==> config.mk <==
export PLATFORM = sky130hd
export DESIGN_NAME = lsu_bus_ctrl_flat
export DESIGN_NICKNAME = d
export VERILOG_FILES = /design/src/rtl/lsu_bus_ctrl_pkg.sv /design/src/rtl/lsu_bus_ctrl_if.sv /design/src/rtl/lsu_bus_ctrl_load_align_ext.sv /design/src/rtl/lsu_bus_ctrl.sv /design/src/flat_wrapper.sv
export SDC_FILE = /design/constraint.sdc
export NUM_CORES = 1
export LEC_CHECK = 0
export ABC_AREA = 1
export BUFFER_PORTS_ARGS = -buffer_cell sky130_fd_sc_hd__clkbuf_2
export CORE_MARGIN = 2
export CORE_UTILIZATION = 40
export DETAILED_ROUTE_END_ITERATION = 16
export PLACE_DENSITY = 0.65
export SYNTH_ARGS = -nofsm -noshare
export SYNTH_HDL_FRONTEND = slang
export SYNTH_SLANG_ARGS = --single-unit
==> constraint.sdc <==
create_clock -name LSUC_CLOCK_50 -period 4.8 [get_ports LSUC_CLOCK_50]
set_input_delay 0.24 -clock LSUC_CLOCK_50 [delete_from_list [all_inputs] [get_ports LSUC_CLOCK_50]]
set_output_delay 0.24 -clock LSUC_CLOCK_50 [all_outputs]
set_load 0.02 [all_outputs]
==> src/rtl/lsu_bus_ctrl_pkg.sv <==
// Shared definitions for the load/store bus controller: access-size
// encodings, base byte-enable patterns, FSM states and small decode helpers.
package lsu_bus_ctrl_pkg;

  // Access size/sign encodings carried on funct3
  localparam logic [2:0] LSB = 3'b000;
  localparam logic [2:0] LSH = 3'b001;
  localparam logic [2:0] LSW = 3'b010;
  localparam logic [2:0] LBU = 3'b100;
  localparam logic [2:0] LHU = 3'b101;

  // Byte-enable patterns before lane shifting
  localparam logic [3:0] ONE_BYTE   = 4'b0001;
  localparam logic [3:0] TWO_BYTES  = 4'b0011;
  localparam logic [3:0] FOUR_BYTES = 4'b1111;

  typedef enum logic [1:0] {
    IDLE   = 2'd0,
    CMD    = 2'd1,
    RDWAIT = 2'd2,
    DONE   = 2'd3
  } lsuState_e;

  // Unused encodings (011, 110, 111) behave as a full word access
  function automatic logic [2:0] normFunct3(input logic [2:0] f);
    case (f)
      LSB, LSH, LBU, LHU: return f;
      default:            return LSW;
    endcase
  endfunction

  // Unshifted byte enables for a normalised funct3
  function automatic logic [3:0] baseEnable(input logic [2:0] f);
    case (f)
      LSB, LBU: return ONE_BYTE;
      LSH, LHU: return TWO_BYTES;
      default:  return FOUR_BYTES;
    endcase
  endfunction

  // Halfwords need an even offset, words need offset zero
  function automatic logic isMisaligned(input logic [2:0] f, input logic [1:0] off);
    case (f)
      LSH, LHU: return off[0];
      LSW:      return (off != 2'b00);
      default:  return 1'b0;
    endcase
  endfunction

  // Replicate narrow store data across all lanes so any offset finds it
  function automatic logic [31:0] storeLanes(input logic [2:0] f, input logic [31:0] d);
    case (f)
      LSB, LBU: return {4{d[7:0]}};
      LSH, LHU: return {2{d[15:0]}};
      default:  return d;
    endcase
  endfunction

endpackage

==> src/rtl/lsu_bus_ctrl_if.sv <==
// Avalon-MM data master bundle between the controller and the memory fabric.
interface lsu_bus_ctrl_if #(
  parameter int ADDRWIDTH = 32,
  parameter int DATAWIDTH = 32
);

  logic [ADDRWIDTH-1:0] avm_address;
  logic                 avm_read;
  logic                 avm_write;
  logic [3:0]           avm_byteenable;
  logic [DATAWIDTH-1:0] avm_writedata;
  logic [DATAWIDTH-1:0] avm_readdata;
  logic                 avm_waitrequest;
  logic                 avm_readdatavalid;

  modport master (
    output avm_address, avm_read, avm_write, avm_byteenable, avm_writedata,
    input  avm_readdata, avm_waitrequest, avm_readdatavalid
  );

  modport slave (
    input  avm_address, avm_read, avm_write, avm_byteenable, avm_writedata,
    output avm_readdata, avm_waitrequest, avm_readdatavalid
  );

endinterface

==> src/rtl/lsu_bus_ctrl_load_align_ext.sv <==
// Right-aligns the addressed lanes of a 32-bit read word and sign- or
// zero-extends them according to the access size.
module load_align_ext
  import lsu_bus_ctrl_pkg::*;
(
  input  logic [31:0] readdata_i,
  input  logic [1:0]  offset_i,
  input  logic [2:0]  funct3_i,
  output logic [31:0] rdata_o
);

  logic [31:0] shifted;

  // Shift the addressed byte lane down to bit 0, then extend by size
  always_comb begin
    shifted = readdata_i >> {offset_i, 3'b000};
    case (funct3_i)
      LSB:     rdata_o = {{24{shifted[7]}}, shifted[7:0]};
      LSH:     rdata_o = {{16{shifted[15]}}, shifted[15:0]};
      LBU:     rdata_o = {24'd0, shifted[7:0]};
      LHU:     rdata_o = {16'd0, shifted[15:0]};
      default: rdata_o = shifted;
    endcase
  end

endmodule

==> src/rtl/lsu_bus_ctrl.sv <==
// Load/store bus controller: turns one core memory request at a time into an
// Avalon-MM read or write, stalls the core until it finishes, and aborts with
// a bus-error pulse if the slave stops responding.
module lsu_bus_ctrl
  import lsu_bus_ctrl_pkg::*;
#(
  parameter int DATAWIDTH = 32,
  parameter int ADDRWIDTH = 32,
  parameter int TIMEOUT   = 255
) (
  input  logic                 LSUC_CLOCK_50,
  input  logic                 LSUC_RESET_InLow,
  input  logic                 LSUC_Req_In,
  input  logic                 LSUC_Store_In,
  input  logic [2:0]           LSUC_Funct3_InBUS,
  input  logic [ADDRWIDTH-1:0] LSUC_Addr_InBUS,
  input  logic [DATAWIDTH-1:0] LSUC_WData_InBUS,
  output logic [DATAWIDTH-1:0] LSUC_RData_OutBUS,
  output logic                 LSUC_Done_Out,
  output logic                 LSUC_Stall_Out,
  output logic                 LSUC_Misalign_Out,
  output logic                 LSUC_BusErr_Out,
  lsu_bus_ctrl_if.master       avm
);

  localparam int CW = (TIMEOUT > 1) ? $clog2(TIMEOUT + 1) : 1;
  localparam logic [CW-1:0] LAST_CNT = CW'((TIMEOUT > 0) ? TIMEOUT - 1 : 0);

  lsuState_e            state_q, state_d;
  logic [2:0]           funct3_q, funct3_d;
  logic                 store_q, store_d;
  logic [1:0]           offset_q, offset_d;
  logic [ADDRWIDTH-1:0] addr_q, addr_d;
  logic [3:0]           byteEn_q, byteEn_d;
  logic [DATAWIDTH-1:0] wdata_q, wdata_d;
  logic [DATAWIDTH-1:0] rdata_q, rdata_d;
  logic [CW-1:0]        cnt_q, cnt_d;
  logic                 busErr_q, busErr_d;

  logic [2:0]  reqFunct3;
  logic        reqMisalign;
  logic        watchdogHit;
  logic [31:0] loadResult;
  logic        stallComb;
  logic        misalignComb;
  logic        doneComb;
  logic        readComb;
  logic        writeComb;

  assign reqFunct3   = normFunct3(LSUC_Funct3_InBUS);
  assign reqMisalign = isMisaligned(reqFunct3, LSUC_Addr_InBUS[1:0]);
  assign watchdogHit = (TIMEOUT != 0) && (cnt_q == LAST_CNT);

  load_align_ext uAlign (
    .readdata_i (avm.avm_readdata),
    .offset_i   (offset_q),
    .funct3_i   (funct3_q),
    .rdata_o    (loadResult)
  );

  // Next-state, datapath capture and handshake outputs for the access FSM
  always_comb begin
    state_d      = state_q;
    funct3_d     = funct3_q;
    store_d      = store_q;
    offset_d     = offset_q;
    addr_d       = addr_q;
    byteEn_d     = byteEn_q;
    wdata_d      = wdata_q;
    rdata_d      = rdata_q;
    cnt_d        = cnt_q;
    busErr_d     = 1'b0;
    stallComb    = 1'b0;
    misalignComb = 1'b0;
    doneComb     = 1'b0;
    readComb     = 1'b0;
    writeComb    = 1'b0;
    case (state_q)
      IDLE: begin
        if (LSUC_Req_In) begin
          if (reqMisalign) begin
            misalignComb = 1'b1;
          end else begin
            stallComb = 1'b1;
            funct3_d  = reqFunct3;
            store_d   = LSUC_Store_In;
            offset_d  = LSUC_Addr_InBUS[1:0];
            addr_d    = {LSUC_Addr_InBUS[ADDRWIDTH-1:2], 2'b00};
            byteEn_d  = 4'(baseEnable(reqFunct3) << LSUC_Addr_InBUS[1:0]);
            wdata_d   = storeLanes(reqFunct3, LSUC_WData_InBUS);
            cnt_d     = '0;
            state_d   = CMD;
          end
        end
      end
      CMD: begin
        stallComb = 1'b1;
        readComb  = ~store_q;
        writeComb = store_q;
        if (!avm.avm_waitrequest) begin
          if (store_q) begin
            state_d = DONE;
          end else if (avm.avm_readdatavalid) begin
            rdata_d = loadResult;
            state_d = DONE;
          end else begin
            cnt_d   = '0;
            state_d = RDWAIT;
          end
        end else if (watchdogHit) begin
          busErr_d = 1'b1;
          state_d  = IDLE;
        end else begin
          cnt_d = cnt_q + 1'b1;
        end
      end
      RDWAIT: begin
        stallComb = 1'b1;
        if (avm.avm_readdatavalid) begin
          rdata_d = loadResult;
          state_d = DONE;
        end else if (watchdogHit) begin
          busErr_d = 1'b1;
          state_d  = IDLE;
        end else begin
          cnt_d = cnt_q + 1'b1;
        end
      end
      DONE: begin
        doneComb = 1'b1;
        state_d  = IDLE;
      end
      default: state_d = IDLE;
    endcase
  end

  // State and datapath registers; reset aborts any access in flight
  always_ff @(posedge LSUC_CLOCK_50 or negedge LSUC_RESET_InLow) begin
    if (!LSUC_RESET_InLow) begin
      state_q  <= IDLE;
      funct3_q <= '0;
      store_q  <= 1'b0;
      offset_q <= '0;
      addr_q   <= '0;
      byteEn_q <= '0;
      wdata_q  <= '0;
      rdata_q  <= '0;
      cnt_q    <= '0;
      busErr_q <= 1'b0;
    end else begin
      state_q  <= state_d;
      funct3_q <= funct3_d;
      store_q  <= store_d;
      offset_q <= offset_d;
      addr_q   <= addr_d;
      byteEn_q <= byteEn_d;
      wdata_q  <= wdata_d;
      rdata_q  <= rdata_d;
      cnt_q    <= cnt_d;
      busErr_q <= busErr_d;
    end
  end

  // Request-cycle outputs are gated so everything reads 0 while reset is held
  assign LSUC_Stall_Out    = stallComb & LSUC_RESET_InLow;
  assign LSUC_Misalign_Out = misalignComb & LSUC_RESET_InLow;
  assign LSUC_Done_Out     = doneComb;
  assign LSUC_BusErr_Out   = busErr_q;
  assign LSUC_RData_OutBUS = rdata_q;

  assign avm.avm_address    = addr_q;
  assign avm.avm_read       = readComb;
  assign avm.avm_write      = writeComb;
  assign avm.avm_byteenable = byteEn_q;
  assign avm.avm_writedata  = wdata_q;

endmodule

==> src/flat_wrapper.sv <==
// flat-port wrapper written by rule: the top's interface ports become plain ports
module lsu_bus_ctrl_flat import lsu_bus_ctrl_pkg::*;
#(
  parameter int DATAWIDTH = 32,
  parameter int ADDRWIDTH = 32,
  parameter int TIMEOUT   = 255
)
  (LSUC_CLOCK_50, LSUC_RESET_InLow, LSUC_Req_In, LSUC_Store_In, LSUC_Funct3_InBUS, LSUC_Addr_InBUS, LSUC_WData_InBUS, LSUC_RData_OutBUS, LSUC_Done_Out, LSUC_Stall_Out, LSUC_Misalign_Out, LSUC_BusErr_Out, avm_avm_address, avm_avm_read, avm_avm_write, avm_avm_byteenable, avm_avm_writedata, avm_avm_readdata, avm_avm_waitrequest, avm_avm_readdatavalid);
  lsu_bus_ctrl_if #(.ADDRWIDTH(ADDRWIDTH), .DATAWIDTH(DATAWIDTH)) avm_i ();
  input  logic LSUC_CLOCK_50;
  input  logic LSUC_RESET_InLow;
  input  logic LSUC_Req_In;
  input  logic LSUC_Store_In;
  input  logic [2:0] LSUC_Funct3_InBUS;
  input  logic [ADDRWIDTH-1:0] LSUC_Addr_InBUS;
  input  logic [DATAWIDTH-1:0] LSUC_WData_InBUS;
  output logic [DATAWIDTH-1:0] LSUC_RData_OutBUS;
  output logic LSUC_Done_Out;
  output logic LSUC_Stall_Out;
  output logic LSUC_Misalign_Out;
  output logic LSUC_BusErr_Out;
  output wire logic [$bits(avm_i.avm_address)-1:0] avm_avm_address;
  output wire logic [$bits(avm_i.avm_read)-1:0] avm_avm_read;
  output wire logic [$bits(avm_i.avm_write)-1:0] avm_avm_write;
  output wire logic [$bits(avm_i.avm_byteenable)-1:0] avm_avm_byteenable;
  output wire logic [$bits(avm_i.avm_writedata)-1:0] avm_avm_writedata;
  input wire logic [$bits(avm_i.avm_readdata)-1:0] avm_avm_readdata;
  input wire logic [$bits(avm_i.avm_waitrequest)-1:0] avm_avm_waitrequest;
  input wire logic [$bits(avm_i.avm_readdatavalid)-1:0] avm_avm_readdatavalid;
  assign avm_avm_address = avm_i.avm_address;
  assign avm_avm_read = avm_i.avm_read;
  assign avm_avm_write = avm_i.avm_write;
  assign avm_avm_byteenable = avm_i.avm_byteenable;
  assign avm_avm_writedata = avm_i.avm_writedata;
  assign avm_i.avm_readdata = avm_avm_readdata;
  assign avm_i.avm_waitrequest = avm_avm_waitrequest;
  assign avm_i.avm_readdatavalid = avm_avm_readdatavalid;
  lsu_bus_ctrl #(.DATAWIDTH(DATAWIDTH), .ADDRWIDTH(ADDRWIDTH), .TIMEOUT(TIMEOUT)) u_core (.LSUC_CLOCK_50(LSUC_CLOCK_50), .LSUC_RESET_InLow(LSUC_RESET_InLow), .LSUC_Req_In(LSUC_Req_In), .LSUC_Store_In(LSUC_Store_In), .LSUC_Funct3_InBUS(LSUC_Funct3_InBUS), .LSUC_Addr_InBUS(LSUC_Addr_InBUS), .LSUC_WData_InBUS(LSUC_WData_InBUS), .LSUC_RData_OutBUS(LSUC_RData_OutBUS), .LSUC_Done_Out(LSUC_Done_Out), .LSUC_Stall_Out(LSUC_Stall_Out), .LSUC_Misalign_Out(LSUC_Misalign_Out), .LSUC_BusErr_Out(LSUC_BusErr_Out), .avm(avm_i));
endmodule
=== Word level (Yosys, flattened, before mapping) ===
Index checks and enable logic that the tools add are counted.

* Word-level logic and storage cells: 94
* Output and inout bits: 106
* Input port bits: 105
* Register bits after elaboration: 115

* Muxes and demuxes: 41
* Shift-type cells: 2
* $add $sub $neg: 1
* Equality and inequality tests: 21
* Reduce and logical (&&, ||, !) cells: 15
* Bitwise logic cells: 4

{| class="wikitable"
|+ Operators with widths
! operator !! number
|-
| 32-bit case mux with 2 select lines || 2
|-
| 32-bit case mux with 4 select lines || 1
|-
| 32-bit two-way mux || 3
|-
| 8-bit two-way mux || 7
|-
| 32-bit by 5-bit right shift with 32-bit output || 1
|-
| 8-bit case mux with 3 select lines || 1
|-
| 3-bit == test (second input constant) || 6
|-
| 1-bit two-way mux || 12
|-
| 2-bit two-way mux || 6
|-
| 4-bit two-way mux || 3
|-
| 2-bit inequality test (second input constant) || 5
|-
| 3-bit by 1-bit == test with 1-bit output (second input constant) || 3
|-
| 3-bit zero test || 3
|-
| 8-bit by 1-bit adder with 8-bit output (second input constant) || 1
|-
| 8-bit == test (second input constant) || 1
|-
| 2-bit case mux with 4 select lines || 1
|-
| 4-bit case mux with 2 select lines || 1
|-
| 3-bit inequality test (second input constant) || 2
|-
| 1-bit case mux with 2 select lines || 3
|-
| 3-bit AND reduction || 2
|-
| 6-bit AND reduction || 1
|-
| 2-bit OR reduction || 3
|-
| 2-bit == test (second input constant) || 2
|-
| 2-bit nonzero test || 2
|-
| other kinds (10) || 12
|}

=== Longest topological paths before layout ===
Gate-level depths: netlist of the first run.

* Depth in word-level cells: 10
* Depth in mapped cells: 11
* Depth with buffers taken out: 10

=== Hierarchy ===
A second synthesis of the first run with hierarchy kept.

* Cell total of the unflattened synthesis: 791
* Area total of the unflattened synthesis: 6,058.3 um^2

{| class="wikitable"
|+ Modules (own cells, without submodules)
! module !! cells each !! times used !! seq. area each (um^2) !! area an instance (um^2)
|-
| lsu_bus_ctrl || 633 || 1 || 2,877.8 || 5,137.4
|-
| load_align_ext || 158 || 1 || 0.0 || 920.9
|}

=== Worst setup path before layout of the first run ===
Ideal clock, no wire load.

* Path kind: reg-to-output
* Start point: reg u_core.state_q[1]
* End point: out LSUC_Stall_Out
* Stages on the path, launching flop included: 9
* Data required time: 4.560 ns
* Path slack: 3.200 ns
* Arrival: 1.360 ns
* Cells stage by stage: dfrtp_1 -> inv_1 -> ha_1 -> nand2_1 -> inv_1 -> nand2_2 -> inv_2 -> o21ai_0 -> nor2_1

* Cells in the longest elaborated chain, start to end: 4
* Elaborated cells between the ends (all ways): 6
* Those cells by class: eq/ne (2); mux (1); bitwise (1); reduce/logical (2)

{| class="wikitable"
|+ Ends and longest elaborated chain
! what !! RTL line !! RTL
|-
| start, declared || lsu_bus_ctrl.sv:29 || <nowiki>lsuState_e state_q, state_d;</nowiki>
|-
| start signal, assigned || lsu_bus_ctrl.sv:151 || <nowiki>state_q <= state_d;</nowiki>
|-
| 2-bit by 1-bit == test with 1-bit output or 2-bit == test (tied branches) || lsu_bus_ctrl.sv:78 || <nowiki>case (state_q)</nowiki>
|-
| 2-bit OR reduction (no line) || - ||
|-
| 1-bit case mux with 2 select lines * || lsu_bus_ctrl.sv:78 ||
|-
| 1-bit AND * || lsu_bus_ctrl.sv:165 || <nowiki>assign LSUC_Stall_Out = stallComb & LSUC_RESET_InLow;</nowiki>
|-
| end, declared || flat_wrapper.sv:19 || <nowiki>output logic LSUC_Stall_Out;</nowiki>
|}

Every way passes the cells marked *; elsewhere a longest branch is shown, timed or not.

=== Worst setup path after layout of the first run ===
Same ends and word-level chain as after synthesis.

==> results of run 1 <==
==> per-stage QoR <==
| stage | utilization (%) | setup WS [ns] | hold slack, ns |
|---|---|---|---|
| floorplan | - | 3.20 | -0.0556 |
| CTS | 52.3 | 2.03 | 0.00583 |
| global route | 52.3 | 1.79 | 0.0195 |
| detailed placement | 48.2 | 2.34 | 0.356 |
| finish | 52.3 | 2.09 | 0.0206 |
| global placement | 48.2 | 2.36 | 0.366 |
==> final timing paths <==
path                                             start                      endpoint  slack [ns]
min reg2reg                u_core.avm.avm_writedata[3]   u_core.avm.avm_writedata[3]        0.48
max                                  u_core.state_q[1]                LSUC_Stall_Out        2.09
max in group asynchronous             LSUC_RESET_InLow   u_core.LSUC_RData_OutBUS[2]        3.06
min                                LSUC_Addr_InBUS[21]    u_core.avm.avm_address[21]        0.02
min in group asynchronous             LSUC_RESET_InLow  u_core.avm.avm_writedata[29]        0.46
max reg2reg                          u_core.state_q[1]  u_core.LSUC_RData_OutBUS[15]        2.43
==> flip-flops by register name (all words and copies together), names as in the netlist <==
signal / cells
u_core.LSUC_RData_OutBUS: 32
u_core.avm.avm_writedata: 32
u_core.avm.avm_address: 30
u_core.cnt_q: 8
u_core.avm.avm_byteenable: 4
u_core.funct3_q: 3
u_core.offset_q: 2
u_core.state_q: 2
u_core.LSUC_BusErr_Out: 1
u_core.store_q: 1
==> where the power goes <==
| part | total, mW | leakage, nW | internal [mW] | switching [mW] |
|---|---|---|---|---|
| logic | 2.37 | 2.66 | 0.779 | 1.59 |
| clock network | 1.27 | 0.288 | 0.834 | 0.437 |
| registers | 1.72 | 1.40 | 1.41 | 0.314 |
| total | 5.36 | 4.35 | 3.02 | 2.34 |
==> layer usage <==
metal	GRT usage (%)	up-vias	wire length, um
met2	33.2	243	7670
met5	0	-	0
met4	6.79	0	155
met3	6.66	14	1490
met1	30.1	2591	7690
li1	-	2903	-
==> what timing repair did <==
item	in CTS	in global routing
gates resized for setup	0	0
hold endpoints to repair	57	0
hold buffers	1	0
==> cells in the final DEF (no fill, tap or decap), drive strengths merged <==
cell type,count
nand2,339
clkbuf,227
dfrtp,115
inv,76
nor2,64
nand3,50
o21ai,41
or2,23
a21oi,18
a31oi,14
o211ai,8
ha,7
clkinv,5
buf,4
nor3,3
nand3b,3
a22oi,3
bufinv,3
conb,2
clkinvlp,2
nand4,2
nor3b,1
a211oi,1
xor2,1
dlygate4sd3,1
==> kinds of logic after synthesis <==
kind of cell	synth area share, %
XOR/XNOR	0.145
AND/OR/NAND/NOR	33.4
adder cells (fa/ha/maj)	1.45
other	0.0620
buffers and inverters	9.59
flip-flops	47.6
AO/OA/AOI/OAI	7.82
==> cell type report <==
| class | count | area [um^2] |
|---|---|---|
| fillers | 1477 | 6980 |
| inverters | 76 | 290 |
| clock inverters | 10 | 134 |
| flip-flops and latches | 115 | 2880 |
| repair buffers | 212 | 1080 |
| clock buffers | 20 | 457 |
| multi-input cells | 580 | 2600 |
| well taps | 184 | 230 |
==> worst max-delay path, delay by kind of cell, from the launching register on <==
family | cells | cell delay [ns]
buffers and inverters | 4 | 0.89
flip-flops | 1 | 0.42
AND/OR/NAND/NOR | 3 | 0.37
adder cells (fa/ha/maj) | 1 | 0.21
AO/OA/AOI/OAI | 1 | 0.16
==> results.toml, run 1 <==
[setup_path]
cp_data_arrival_time_ns = 2.47
slowest_stage = "inv_2"
worstRegToRegCells = 9
critPathMaxStageDelay_ns = 0.47
worstPathMaxFanout = 38
crit_top_cell = "inv_1"
crit_path_cell_trace = "inv_1 > ha_1 > nand2_1 > inv_1 > nand2_2 > inv_2 > o21ai_0 > nor2_1 > clkbuf_2"
start_kind = "register"
critical_path_class = "reg2out"
endpoint_kind = "output pin"
cp.required_ns = 4.56

[logic_synthesis]
yosysTopAreaCell = "dfrtp_1"
synth_seq_cells = 115
synth_top_area_share_pct = 47.6
synthCells = 811
synth_edf_count = 0
synthTopCellsByArea = "dfrtp_1, nand2_1, inv_1"
async_flop_share_pct = 100
post-synth-top-count-cell = "nand2_1"
synth-seq-area-share_pct = 47.6
synth_area_per_cell_um2 = 7.46
netlist_top_cells_count = "nand2_1, dfrtp_1, inv_1"
synth_cell_type_count = 33
synth_flop_cell = "dfrtp_1"
synth_warnings = 0
synth_area_um2 = 6050

[clock_network]
numCtsBuffers = 17
cts_setup_buffers = 0
cts_root_buffer = "clkbuf_16"
cts_max_level = 4
cts_tree = "yes"
clk_pin_slew_worst_paths_ns = 0.05
cts_sinks = 115
clk_path_buf_depth = 2
clk_latency_ns = 0.41

[place]
dp_hpwl_um = 12000
place_inst = 1166
post_dp_cell_area_um2 = 7060
port_buffers = 208
place_congestion = 0.830

[timing]
setup_viol = 0
rsz0062_at_grt = "no"
fin_tns_setup_ns = 0
slew_violations = 0
fmax_ghz = 0.369
skew_ns = 0.00761
relSlewSlack_pct = 42.5
hold_viol = 0
worst_pin_slew_ns = 0.859
period_share_pct = 56.4
min_period_ns = 2.71

[drt]
viasPerCell = 4.80
drt-pass1-iter-count = 6
ant_nets = 0
wl_per_cell_um = 14.2
route.vias.total = 5751
routed_wl_um = 17000
drt-initial-drc-count = 354
drc_errors = 0

[run_status]
outcome = "finished, final reports clean"

[die]
die_area_um2 = 16100
num_rows = 44
io_pins = 211
start_util_pct = 41.3
core-area_um2 = 14600
die_h_um = 127
die_x_um = 127

[power_and_ir_drop]
finalPower_mw = 5.36
peakVddDrop_mv = 0.317
leakage_nw = 4.35
p_per_area_nw_per_um2 = 699

[grt]
grt_usage_pct = 21.8
grt_first_pass_wirelength_um = 28100
antenna_found_initial = 0
grt.overflow.total = 0
grt_max_degree = 74
grt_pass1_vias = 5510

[run]
drv_cap = 0

[cells_and_area]
drive_gt1_share_pct = 26.1
area_growth_pct = 26.6
final_area_um2 = 7660
diodes = 0
fin_cells = 1197
layout.nets = 1114

[worst_hold_path]
whs_path_depth = 3
hold_class = "in2reg"
Note: power is estimated with default switching activity, not from simulation.
==> inputs of run 2 (changes only) <==
--- a/config.mk
+++ b/config.mk
@@ -5,12 +5,12 @@
 export SDC_FILE = /design/constraint.sdc
 export NUM_CORES = 1
 export LEC_CHECK = 0
-export ABC_AREA = 1
+export ABC_AREA = 0
 export BUFFER_PORTS_ARGS = -buffer_cell sky130_fd_sc_hd__clkbuf_2
 export CORE_MARGIN = 2
 export CORE_UTILIZATION = 40
 export DETAILED_ROUTE_END_ITERATION = 16
-export PLACE_DENSITY = 0.65
+export PLACE_DENSITY = 0.69
 export SYNTH_ARGS = -nofsm -noshare
 export SYNTH_HDL_FRONTEND = slang
 export SYNTH_SLANG_ARGS = --single-unit
==> constraint.sdc (replaced) <==
create_clock -name LSUC_CLOCK_50 -period 2.45 [get_ports LSUC_CLOCK_50]
set_input_delay 0.1225 -clock LSUC_CLOCK_50 [delete_from_list [all_inputs] [get_ports LSUC_CLOCK_50]]
set_output_delay 0.1225 -clock LSUC_CLOCK_50 [all_outputs]
set_load 0.02 [all_outputs]
==> run 2 against run 1 <==
Against the previous run:
- hold slack worse by 0.0053 ns
- wire length is 4.6% lower
- critical path type is now reg2reg
- critical path depth is 2 lower
- register-to-register slack worse by 2.2 ns
- via count is 8.9% lower
- worst setup slack worse by 1.9 ns
- largest power group unchanged
- count of clock-buffer cells in the layout is 1 higher
- area after synthesis is 6.5% lower
- die area is 6.3% lower
- sequential power is 93% higher
- power is 92% higher
- largest cell class unchanged
- synthesized cell count is 26% lower
==> results.toml, run 2 <==
[run_status]
outcome = "finished, final reports clean"

[drt]
ant_nets = 0
viasPerCell = 5.05
drt-initial-drc-count = 231
drt-pass1-iter-count = 5
drc_errors = 0
route.vias.total = 5241
wl_per_cell_um = 15.7
routed_wl_um = 16200

[cells_and_area]
diodes = 0
layout_common_cells = "clkbuf_2, nand2_1, dfrtp_1, mux2i_1, dlygate4sd3_1"
layout.nets = 957
area_growth_pct = 39.2
drive_gt1_share_pct = 30.9
fill_cells = 1211
fin_cells = 1037
layout_commonest_cell = "clkbuf_2"

[logic_synthesis]
synth_compound_area_share_pct = 13.9
synth_fa_ha_area_share_pct = 1.55
synthXorXnorAreaFrac_pct = 0.155
synth_area_per_cell_um2 = 9.37
synthCells = 604
synth_top_family_by_area = "simple AND/OR/NAND/NOR gates"
synth_top_area_share_pct = 50.9
synth-seq-area-share_pct = 50.9
synth_warnings = 0
synthTopCellsByArea = "dfrtp_1, nand2_1, mux2i_1"
synth-simple-area-share_pct = 20.4
synth_seq_cells = 115
post-synth-top-count-cell = "nand2_1"
async_flop_share_pct = 100
synth.area.mux_share_pct = 9.18
synth_area_um2 = 5660
synth_flop_cell = "dfrtp_1"
synth_cell_type_count = 50
yosysTopAreaCell = "dfrtp_1"
netlist_top_cells_count = "nand2_1, dfrtp_1, mux2i_1"
synth_edf_count = 0

[clock_network]
cts_root_buffer = "clkbuf_16"
cts_tree = "yes"
cts_max_level = 4
cts_hold_buffers = 41
cts_sinks = 115
cts_setup_buffers = 0
numCtsBuffers = 17
cts_resized = 0
clk_latency_ns = 0.40
clk_path_buf_depth = 2
clk_pin_slew_worst_paths_ns = 0.05

[setup_path]
path_delay_family = "buffers and inverters"
start_kind = "register"
slowest_stage = "dlygate4sd3_1"
endpoint_kind = "register"
critical_path_class = "reg2reg"
worstPathMaxFanout = 8
critPathMaxStageDelay_ns = 0.56
crit_path_cell_trace = "inv_1 > ha_1 > a21oi_1 > nor2b_1 > nand2_1 > a21oi_1 > dlygate4sd3_1"
cp.required_ns = 2.78
cp_num_buf_inv = 2
timing.rr.start = "u_core.state_q[1]"
startpoint = "u_core.state_q[1]"
cp_data_arrival_time_ns = 2.56
crit_top_cell = "a21oi_1"

[timing]
worst_pin_slew_ns = 0.951
hold_viol = 0
holdWs_ns = 0.0153
fmax_ghz = 0.448
relSlewSlack_pct = 36.4
rsz0062_at_grt = "no"
setup_ws_ns = 0.216
skew_ns = 0.00716
slew_violations = 0
fin_tns_setup_ns = 0
setup_viol = 0
min_period_ns = 2.23
period_share_pct = 91.2

[power_and_ir_drop]
p_per_area_nw_per_um2 = 1310
leakage_nw = 4.01
finalPower_mw = 10.3
peakVddDrop_mv = 0.622

[die]
die_x_um = 123
die_area_um2 = 15100
die_h_um = 123
core-area_um2 = 13800
start_util_pct = 40.9
num_rows = 43
io_pins = 211

[grt]
grt_usage_pct = 21.9
grt_first_pass_wirelength_um = 25600
grt_max_degree = 94
grt.overflow.total = 0
grt_pass1_vias = 5032
antenna_found_initial = 0

[place]
pre_cts_ws_ns = 0.413
place_congestion = 0.870
place_inst = 965
dp_hpwl_um = 11300
port_buffers = 208

[worst_hold_path]
min_from = "LSUC_WData_InBUS[4]"
hold_class = "in2reg"

[run]
drv_cap = 0
## run 2: cell count changes after synthesis, moves of 14 or more
cell     before  now
inv_1        70    6
or2_1        15    0
nand3_1      48    4
o22a_1        0   17
o21ai_0      26   40
mux2i_1       0   41
nand2_1     333  165
o21ai_1      15    1
and2_1        0   16
nor2_1       62   40
## run 2: worst paths after layout
| check | slack [ns] | endpoint | cells after the start |
|---|---|---|---|
| worst max-delay path | 0.22 | u_core.LSUC_BusErr_Out | 7 |
| min in group asynchronous | 0.25 | u_core.avm.avm_byteenable[2] | 2 |
| worst min-delay path | 0.02 | u_core.avm.avm_writedata[4] | 3 |
| worst max register to register | 0.22 | u_core.LSUC_BusErr_Out | 7 |
| worst min register to register | 0.47 | u_core.avm.avm_address[12] | 2 |
| max in group asynchronous | 1.41 | u_core.avm.avm_writedata[1] | 3 |
## run 2: layout make-up
class                      instances  area, um^2  area share [%]
clock buffer                      21         460            5.85
clock inverter                    10         156            1.99
inverter                           6        22.5           0.286
multi-input combinational        444        2560            32.6
sequential                       115        2880            36.5
tap                              180         225            2.86
timing repair buffer             261        1570            19.9
## run 2: kinds of logic (layout without fill, tap and decap cells)
family                     after synthesis  after routing
DFF                                    115            115
adders and majority gates                7              7
AOI/OAI and AO/OA                      120            120
other                                    1              2
and+or+nand+nor                        264            264
muxes                                   50             50
xor gates and xnor gates                 1              1
buffers and inverters                   46            298
## run 2: per-layer routing
metal / global-route usage (%) / vias up / share of wire [%] / routed length, um
met5: 0 / - / 0 / 0
met4: 7.61 / 0 / 2.3 / 371
met3: 7.24 / 28 / 8.6 / 1390
met2: 34.8 / 206 / 46 / 7540
met1: 28.1 / 2463 / 43 / 6930
li1: - / 2544 / - / -
## run 2: through the flow
stage,instance area (um^2),util (%)
after floorplan,5660,-
after global placement,6850,49.5
after detailed placement,6850,49.5
after CTS,7880,57.0
after global routing,7880,57.0
final,7880,57.0
## run 2: worst reg2reg max path, cell delays in order, from the launching register on
cell           delay, ns
dfrtp_1             0.40
inv_1               0.12
ha_1                0.30
a21oi_1             0.14
nor2b_1             0.41
nand2_1             0.11
a21oi_1             0.14
dlygate4sd3_1       0.56
## run 2: power breakdown
group / switching, mW / internal, mW / total [mW]
clock: 0.839 / 1.74 / 2.58
combinational: 2.77 / 1.62 / 4.39
sequential: 0.557 / 2.76 / 3.32
